**src/rtl/mem_access_unit_if.sv**
```systemverilog
`default_nettype none
// ============================================================================
// Module      : mem_access_unit_if
// Description : Bundles the MEM-stage request/response signals and the
//               cyc/stb/ack data-memory bus used by mem_access_unit.
//               master : view of the access unit (drives bus, stall, load data)
//               slave  : view of the surroundings (pipeline + memory)
// Ports       : mem_ren/mem_wen/mem_addr/mem_din  -> request from MEM stage
//               mem_dout/mem_stall/addr_err/bus_err -> response to pipeline
//               bus_cyc/bus_stb/bus_we/bus_addr/bus_dout -> memory bus out
//               bus_din/bus_ack                      -> memory bus in
// Revision    : 1.0 - initial release
// ============================================================================
interface mem_access_unit_if #(
    parameter int ADDR_WIDTH = 32,
    parameter int DATA_WIDTH = 32
);
    logic                  mem_ren;
    logic                  mem_wen;
    logic [ADDR_WIDTH-1:0] mem_addr;
    logic [DATA_WIDTH-1:0] mem_din;
    logic [DATA_WIDTH-1:0] mem_dout;
    logic                  mem_stall;
    logic                  addr_err;
    logic                  bus_err;
    logic                  bus_cyc;
    logic                  bus_stb;
    logic                  bus_we;
    logic [ADDR_WIDTH-1:0] bus_addr;
    logic [DATA_WIDTH-1:0] bus_dout;
    logic [DATA_WIDTH-1:0] bus_din;
    logic                  bus_ack;

    modport master (
        input  mem_ren, mem_wen, mem_addr, mem_din, bus_din, bus_ack,
        output mem_dout, mem_stall, addr_err, bus_err,
               bus_cyc, bus_stb, bus_we, bus_addr, bus_dout
    );

    modport slave (
        output mem_ren, mem_wen, mem_addr, mem_din, bus_din, bus_ack,
        input  mem_dout, mem_stall, addr_err, bus_err,
               bus_cyc, bus_stb, bus_we, bus_addr, bus_dout
    );
endinterface
`default_nettype wire

```
**src/rtl/mem_access_unit.sv**
```systemverilog
`default_nettype none
// ============================================================================
// Module      : mem_access_unit
// Description : Data-side memory responder for a 5-stage MIPS pipeline.
//               Turns an aligned MEM-stage load/store into one cyc/stb/ack
//               bus access, stalls the pipeline while it is outstanding and
//               presents load data for a single release cycle. Misaligned
//               requests are rejected with addr_err; an unacknowledged bus
//               access is aborted after TIMEOUT cycles with bus_err.
// Ports       : clk, rst (async, active-high)
//               mif (master modport of mem_access_unit_if)
// Revision    : 1.0 - initial release
// ============================================================================
module mem_access_unit #(
    parameter int ADDR_WIDTH = 32,
    parameter int DATA_WIDTH = 32,
    parameter int TIMEOUT    = 255
) (
    input  wire logic           clk,
    input  wire logic           rst,
    mem_access_unit_if.master   mif
);

    localparam logic [1:0] S_IDLE = 2'd0;
    localparam logic [1:0] S_BUS  = 2'd1;
    localparam logic [1:0] S_DONE = 2'd2;
    localparam logic [1:0] S_ERR  = 2'd3;

    // Last counter value allowed before the access is abandoned.
    localparam logic [7:0] c_CNT_LAST = 8'(TIMEOUT - 1);

    logic [1:0]            r_state;
    logic [7:0]            r_cnt;
    logic [ADDR_WIDTH-1:2] r_addr;     // word address only; byte offset is always 0 on the bus
    logic [DATA_WIDTH-1:0] r_din;
    logic                  r_we;
    logic                  r_cyc;
    logic                  r_stb;
    logic [DATA_WIDTH-1:0] r_dout;

    logic w_req;
    logic w_aligned;

    assign w_req     = mif.mem_ren | mif.mem_wen;
    assign w_aligned = (mif.mem_addr[1:0] == 2'b00);

    always_ff @(posedge clk or posedge rst) begin
        if (rst) begin
            r_state <= S_IDLE;
            r_cnt   <= '0;
            r_addr  <= '0;
            r_din   <= '0;
            r_we    <= 1'b0;
            r_cyc   <= 1'b0;
            r_stb   <= 1'b0;
            r_dout  <= '0;
        end else begin
            case (r_state)
                S_IDLE: begin
                    if (w_req && w_aligned) begin
                        r_addr  <= mif.mem_addr[ADDR_WIDTH-1:2];
                        r_din   <= mif.mem_din;
                        r_we    <= mif.mem_wen;   // store wins when both are set
                        r_cyc   <= 1'b1;
                        r_stb   <= 1'b1;
                        r_cnt   <= '0;
                        r_state <= S_BUS;
                    end
                end
                S_BUS: begin
                    // Ack is tested first so an ack on the final allowed
                    // cycle still completes the access.
                    if (mif.bus_ack) begin
                        r_cyc <= 1'b0;
                        r_stb <= 1'b0;
                        r_we  <= 1'b0;
                        if (!r_we) begin
                            r_dout <= mif.bus_din;
                        end
                        r_state <= S_DONE;
                    end else if (r_cnt == c_CNT_LAST) begin
                        r_cyc   <= 1'b0;
                        r_stb   <= 1'b0;
                        r_we    <= 1'b0;
                        r_dout  <= '0;
                        r_state <= S_ERR;
                    end else begin
                        r_cnt <= r_cnt + 8'd1;
                    end
                end
                // The old request may still be present in DONE; returning to
                // IDLE for one cycle lets the pipeline move it on first.
                S_DONE:  r_state <= S_IDLE;
                S_ERR:   r_state <= S_IDLE;
                default: r_state <= S_IDLE;
            endcase
        end
    end

    assign mif.mem_stall = ((r_state == S_IDLE) && w_req && w_aligned) || (r_state == S_BUS);
    assign mif.addr_err  = (r_state == S_IDLE) && w_req && !w_aligned;
    assign mif.bus_err   = (r_state == S_ERR);
    assign mif.mem_dout  = r_dout;
    assign mif.bus_cyc   = r_cyc;
    assign mif.bus_stb   = r_stb;
    assign mif.bus_we    = r_we;
    assign mif.bus_addr  = {r_addr, 2'b00};
    assign mif.bus_dout  = r_din;

endmodule
`default_nettype wire

```
**src/flat_wrapper.sv**
```systemverilog
// flat-port wrapper written by rule: the top's interface ports become plain ports
module mem_access_unit_flat 
#(
    parameter int ADDR_WIDTH = 32,
    parameter int DATA_WIDTH = 32,
    parameter int TIMEOUT    = 255
)
  (clk, rst, mif_mem_ren, mif_mem_wen, mif_mem_addr, mif_mem_din, mif_bus_din, mif_bus_ack, mif_mem_dout, mif_mem_stall, mif_addr_err, mif_bus_err, mif_bus_cyc, mif_bus_stb, mif_bus_we, mif_bus_addr, mif_bus_dout);
  mem_access_unit_if #(.ADDR_WIDTH(ADDR_WIDTH), .DATA_WIDTH(DATA_WIDTH)) mif_i ();
  input  wire logic clk;
  input  wire logic rst;
  input wire logic [$bits(mif_i.mem_ren)-1:0] mif_mem_ren;
  input wire logic [$bits(mif_i.mem_wen)-1:0] mif_mem_wen;
  input wire logic [$bits(mif_i.mem_addr)-1:0] mif_mem_addr;
  input wire logic [$bits(mif_i.mem_din)-1:0] mif_mem_din;
  input wire logic [$bits(mif_i.bus_din)-1:0] mif_bus_din;
  input wire logic [$bits(mif_i.bus_ack)-1:0] mif_bus_ack;
  output wire logic [$bits(mif_i.mem_dout)-1:0] mif_mem_dout;
  output wire logic [$bits(mif_i.mem_stall)-1:0] mif_mem_stall;
  output wire logic [$bits(mif_i.addr_err)-1:0] mif_addr_err;
  output wire logic [$bits(mif_i.bus_err)-1:0] mif_bus_err;
  output wire logic [$bits(mif_i.bus_cyc)-1:0] mif_bus_cyc;
  output wire logic [$bits(mif_i.bus_stb)-1:0] mif_bus_stb;
  output wire logic [$bits(mif_i.bus_we)-1:0] mif_bus_we;
  output wire logic [$bits(mif_i.bus_addr)-1:0] mif_bus_addr;
  output wire logic [$bits(mif_i.bus_dout)-1:0] mif_bus_dout;
  assign mif_i.mem_ren = mif_mem_ren;
  assign mif_i.mem_wen = mif_mem_wen;
  assign mif_i.mem_addr = mif_mem_addr;
  assign mif_i.mem_din = mif_mem_din;
  assign mif_i.bus_din = mif_bus_din;
  assign mif_i.bus_ack = mif_bus_ack;
  assign mif_mem_dout = mif_i.mem_dout;
  assign mif_mem_stall = mif_i.mem_stall;
  assign mif_addr_err = mif_i.addr_err;
  assign mif_bus_err = mif_i.bus_err;
  assign mif_bus_cyc = mif_i.bus_cyc;
  assign mif_bus_stb = mif_i.bus_stb;
  assign mif_bus_we = mif_i.bus_we;
  assign mif_bus_addr = mif_i.bus_addr;
  assign mif_bus_dout = mif_i.bus_dout;
  mem_access_unit #(.ADDR_WIDTH(ADDR_WIDTH), .DATA_WIDTH(DATA_WIDTH), .TIMEOUT(TIMEOUT)) u_core (.clk(clk), .rst(rst), .mif(mif_i));
endmodule
```
**config.mk**
```make
export PLATFORM = sky130hd
export DESIGN_NAME = mem_access_unit_flat
export DESIGN_NICKNAME = d
export VERILOG_FILES = /design/src/rtl/mem_access_unit_if.sv /design/src/rtl/mem_access_unit.sv /design/src/flat_wrapper.sv
export SDC_FILE = /design/constraint.sdc
export NUM_CORES = 1
export LEC_CHECK = 0
export CAP_MARGIN = 25
export CORE_UTILIZATION = 41
export DETAILED_ROUTE_END_ITERATION = 8
export PLACE_DENSITY = 0.8
export REMOVE_ABC_BUFFERS = 1
export SLEW_MARGIN = 10
export SYNTH_ARGS = -nofsm -noshare
export SYNTH_HDL_FRONTEND = slang
export SYNTH_SLANG_ARGS = --single-unit
```
**constraint.sdc**
```tcl
create_clock -name clk -period 4.9 [get_ports clk]
set_input_delay 1.47 -clock clk [delete_from_list [all_inputs] [get_ports clk]]
set_output_delay 1.47 -clock clk [all_outputs]
set_load 0.01 [all_outputs]
```
### Word-level counts from Yosys, hierarchy flattened

Cells that the tools add are included.

* multiplexer cells: 17
* $add $sub $neg: 1
* eq/ne operators: 9
* bitwise logic cells: 1
* reductions and logical operators: 16

Operators by type and width (count)
* 32-bit two-way mux: 3
* 8-bit two-way mux: 3
* 8-bit one-hot mux with 2 select lines: 1
* 8-bit by 1-bit adder with 8-bit output, second input constant: 1
* 8-bit equality test, second input constant: 1
* 2-bit two-way mux: 3
* 2-bit != test, second input constant: 3
* 2-bit one-hot mux with 3 select lines: 1
* 3-bit AND reduction: 2
* 2-bit equality test, second input constant: 2
* 1-bit logical AND: 4
* 2-bit logical NOT: 2
* 1-bit two-way mux: 4
* 1-bit one-hot mux with 2 select lines: 2
* 2-bit AND reduction: 2
* 4-bit AND reduction: 1
* 2-bit nonzero test: 2
* 3-bit by 2-bit != test with 1-bit output, second input constant: 1
* 2-bit by 1-bit equality test with 1-bit output, second input constant: 1
* 2-bit by 1-bit != test with 1-bit output, second input constant: 1
* 2-bit OR reduction: 1
* 1-bit logical NOT: 1
* 1-bit logical OR: 1
* 1-bit OR: 1

* register bits after elaboration: 106

### Longest topological paths before layout

* word-level depth: 4
* depth in mapped cells: 7

### Worst setup path before layout

OpenSTA, ideal clock, no wires.

* kind: input to output
* from: input mif_mem_addr[1]
* to: output mif_mem_stall
* slack: 1.267 ns
* stages on the path: 5
* arrival: 2.163 ns
* path buffers: 2
* required time: 3.430 ns
* cell sequence: nor2_1 -> nand3b_1 -> buf_4 -> buf_2 -> nand2_1

* cells in the longest elaborated chain, start to end: 3

RTL lines
* start, declared: line flat_wrapper.sv:14 `input wire logic [$bits(mif_i.mem_addr)-1:0] mif_mem_addr;`
* 2-bit logical NOT: line mem_access_unit.sv:45 `assign w_aligned = (mif.mem_addr[1:0] == 2'b00);`
* 1-bit logical AND: line mem_access_unit.sv:100 `assign mif.mem_stall = ((r_state == S_IDLE) && w_req && w_aligned) || (r_state == S_BUS);`
* 1-bit logical OR: line mem_access_unit.sv:100
* end, declared: line flat_wrapper.sv:19 `output wire logic [$bits(mif_i.mem_stall)-1:0] mif_mem_stall;`

Every way passes these cells.

### Worst setup path in the final report

Ends and elaborated chain as after synthesis.

==> results.cfg <==
[worst_hold_path]
hold_path.class = flop to flop

[clock_network]
cts_setup_buffers = 0
clk_pin_slew_ps = 90
cts_tree = built
clkLatencyLatePin_ps = 350
cts_root_buf = clkbuf_8
clock_sinks = 106
cts_hold_buf = 0
cts_resized = 0
clockBufferDepth = 2
cts_buffers = 9
cts_max_level = 3

[critical_path]
slowest_delay_ps = 560
start_kind = primary input
cp_data_arrival_time_ps = 2880
cp_common_cell = clkdlybuf4s50_1
path_buf_inv = 2
timing.rr.end = u_core.mif.bus_dout[12]$_DFFE_PP0P_
cp_max_fo = 3
crit_slowest_cell = clkdlybuf4s50_1
startpoint = mif_mem_addr[1]
cp_cell_sequence = clkdlybuf4s50_1, nor2_1, nand3b_1, nand2_1, clkdlybuf4s50_1
cp_top_family = buffers and inverters
endpoint = mif_mem_stall
path_depth = 5
reg2reg_slack_ps = 2630
critical_path_class = primary input to output port
endpoint_kind = output port
cp.required_ps = 3430
regToRegStartpoint = u_core.r_state[0]$_DFFE_PP0P_
r2r_cells = 5

[yosys]
synthCells = 275
synthSimpleGateAreaFrac = 0.0462
synth_fa_ha_area_frac = 0.00577
ys_seq_area_frac = 0.612
synth_edf_count = 0
synth.ff_latch_count = 106
synth.avg_cell_area_sq_um = 15.8
synth_top_family_by_area = multiplexers
synthFlopType = dfrtp_1
synth_top_area_frac = 0.612
synthArstFlopShare = 1.00
synth.area.mux_share = 0.205
synth_compound_area_frac = 0.0915
yosysUniqueCellTypes = 35
synth_area_leaders = dfrtp_1 (61%), mux2_4 (17%), a22o_1 (6.1%), mux2_2 (3.6%), buf_6 (2.1%)
yosys_warnings = 0
synth_area_leader_cell = dfrtp_1
synthXorXnorAreaFrac = 0.00202
syn-cell-area_sq_um = 4340

[timing]
skew_ps = 7.92
finalSetupTns_ps = 0
period_needed_ps = 4350
hold_viol_final = 0
layout_setup_ws_ps = 554
slew_headroom = 0.420
slew_violations = 0
setup_viol = 0
whs_ps = 509
worst_pin_slew_ps = 871
clock.fmax_mhz = 230
rsz0062_at_grt = no
post-route-period-util = 0.887

[cells_and_area]
layout.nets = 578
drive_above_1_share = 0.192
multi_input_area_sq_um = 1530
synthToLayoutAreaGrowth_pct = 52.5
nFillCells = 799
final_cell_area_sq_um = 6620
diodes = 0
final-seq-area_sq_um = 2650

[route]
drc = 0
wirelength_microns = 10400
ant_nets = 0
vias = 3011
viasPerCell = 4.89
wl_per_cell_microns = 16.9
drt-pass1-iter-count = 4
drt-initial-drc-count = 98

[grt]
grt_max_degree = 59
track_usage = 0.193
first_global_vias = 3302
grt_overflow = 0
grt_pass1_wl_microns = 16400
antenna_found_initial = 0

[flow_run]
maxCapViolCount = 0

[placement]
gp_congestion = 0.747
post-dp-hpwl_microns = 7690
pre_cts_ws_ps = 551
port_buffers = 200
dpl_cell_area_sq_um = 6450

[floorplan]
ioPinCount = 203
die_h_microns = 105
die_area_sq_um = 11000
core_sq_um = 10300
initial_utilization = 0.422
die_w_microns = 105
rows = 37

[run_status]
status = finished, final reports clean

[power_and_ir_drop]
power_mw = 3.28
power_density_nw_per_um2 = 496
peakVddDrop_uv = 270
leakage_nw = 3.00
-- per-stage QoR --
stage,utilization,std cells
floorplan,-,258
global placement,0.622,597
detailed placement,0.628,600
CTS,0.644,616
global route,0.644,616
finish,0.644,616
-- where the power goes --
group / internal, mW / total (mW) / switching [mW]
sequential: 1.20 / 1.40 / 0.199
combinational: 0.935 / 1.42 / 0.482
clock: 0.197 / 0.466 / 0.268
-- cells in the mapped netlist (all sizes together), types with 2 or more instances --
library cell  instances
dfrtp               106
nor3b                 2
or3                   2
nor2                  5
mux2                 62
ha                    2
nand3                10
inv                   3
a22o                 32
buf                  18
nand2                 6
o21ai                 8
a21oi                 2
-- registers in the layout (all words and copies together) (netlist names) --
name	cells
u_core.mif.bus_stb	1
u_core.r_cnt	8
u_core.mif.mem_dout	32
u_core.r_addr	30
u_core.mif.bus_dout	32
u_core.mif.bus_we	1
u_core.r_state	2
-- worst min path at each step --
stage,startpoint,end,slack (ps),cells after the start
after floorplan,u_core.r_cnt[2]$_DFFE_PP0P_,u_core.r_cnt[2]$_DFFE_PP0P_,490,1
after global placement,u_core.mif.mem_dout[8]$_DFFE_PP0P_,u_core.mif.mem_dout[8]$_DFFE_PP0P_,480,1
after detailed placement,u_core.mif.mem_dout[31]$_DFFE_PP0P_,u_core.mif.mem_dout[31]$_DFFE_PP0P_,480,1
after CTS,u_core.mif.mem_dout[20]$_DFFE_PP0P_,u_core.mif.mem_dout[20]$_DFFE_PP0P_,510,1
after global routing,u_core.mif.mem_dout[18]$_DFFE_PP0P_,u_core.mif.mem_dout[18]$_DFFE_PP0P_,530,1
final,u_core.mif.mem_dout[14]$_DFFE_PP0P_,u_core.mif.mem_dout[14]$_DFFE_PP0P_,510,1
-- placed cells by master, fill, tap and decap left out, types with 2 or more instances in the layout --
cell type	count
dfrtp_1	106
clkbuf_1	3
o21ai_0	7
conb_1	2
nand3_1	10
buf_4	3
inv_1	2
or3_1	2
mux2_4	48
nor2_1	5
a22o_2	2
clkbuf_8	10
clkinv_2	3
a22o_1	30
buf_8	2
ha_1	2
nand2_1	6
a21oi_1	2
mux2_2	14
clkdlybuf4s50_1	200
-- logic make-up after synthesis --
logic type,after synthesis
adder cells (fa/ha/maj),2
other,1
multiplexers,63
flip-flops,106
buffers and inverters,21
AND/OR/NAND/NOR,32
XOR/XNOR,1
AO/OA/AOI/OAI,49
-- final cells by class --
| cell class | count | share of cell area |
|---|---|---|
| clock buffer | 13 | 0.0225 |
| timing repair buffer | 206 | 0.315 |
| multi-input combinational | 149 | 0.232 |
| clock inverter | 3 | 0.00227 |
| sequential | 106 | 0.401 |
| tap | 136 | 0.0257 |
| inverter | 3 | 0.00208 |
-- layer usage --
| metal | vias to the layer above | wire length [microns] | track usage |
|---|---|---|---|
| met5 | - | 0 | 0 |
| met4 | 0 | 294 | 0.0895 |
| met3 | 24 | 653 | 0.0549 |
| met2 | 109 | 5310 | 0.330 |
| met1 | 1491 | 4130 | 0.225 |
| li1 | 1387 | - | - |
Power figures use the tool's default switching activity.
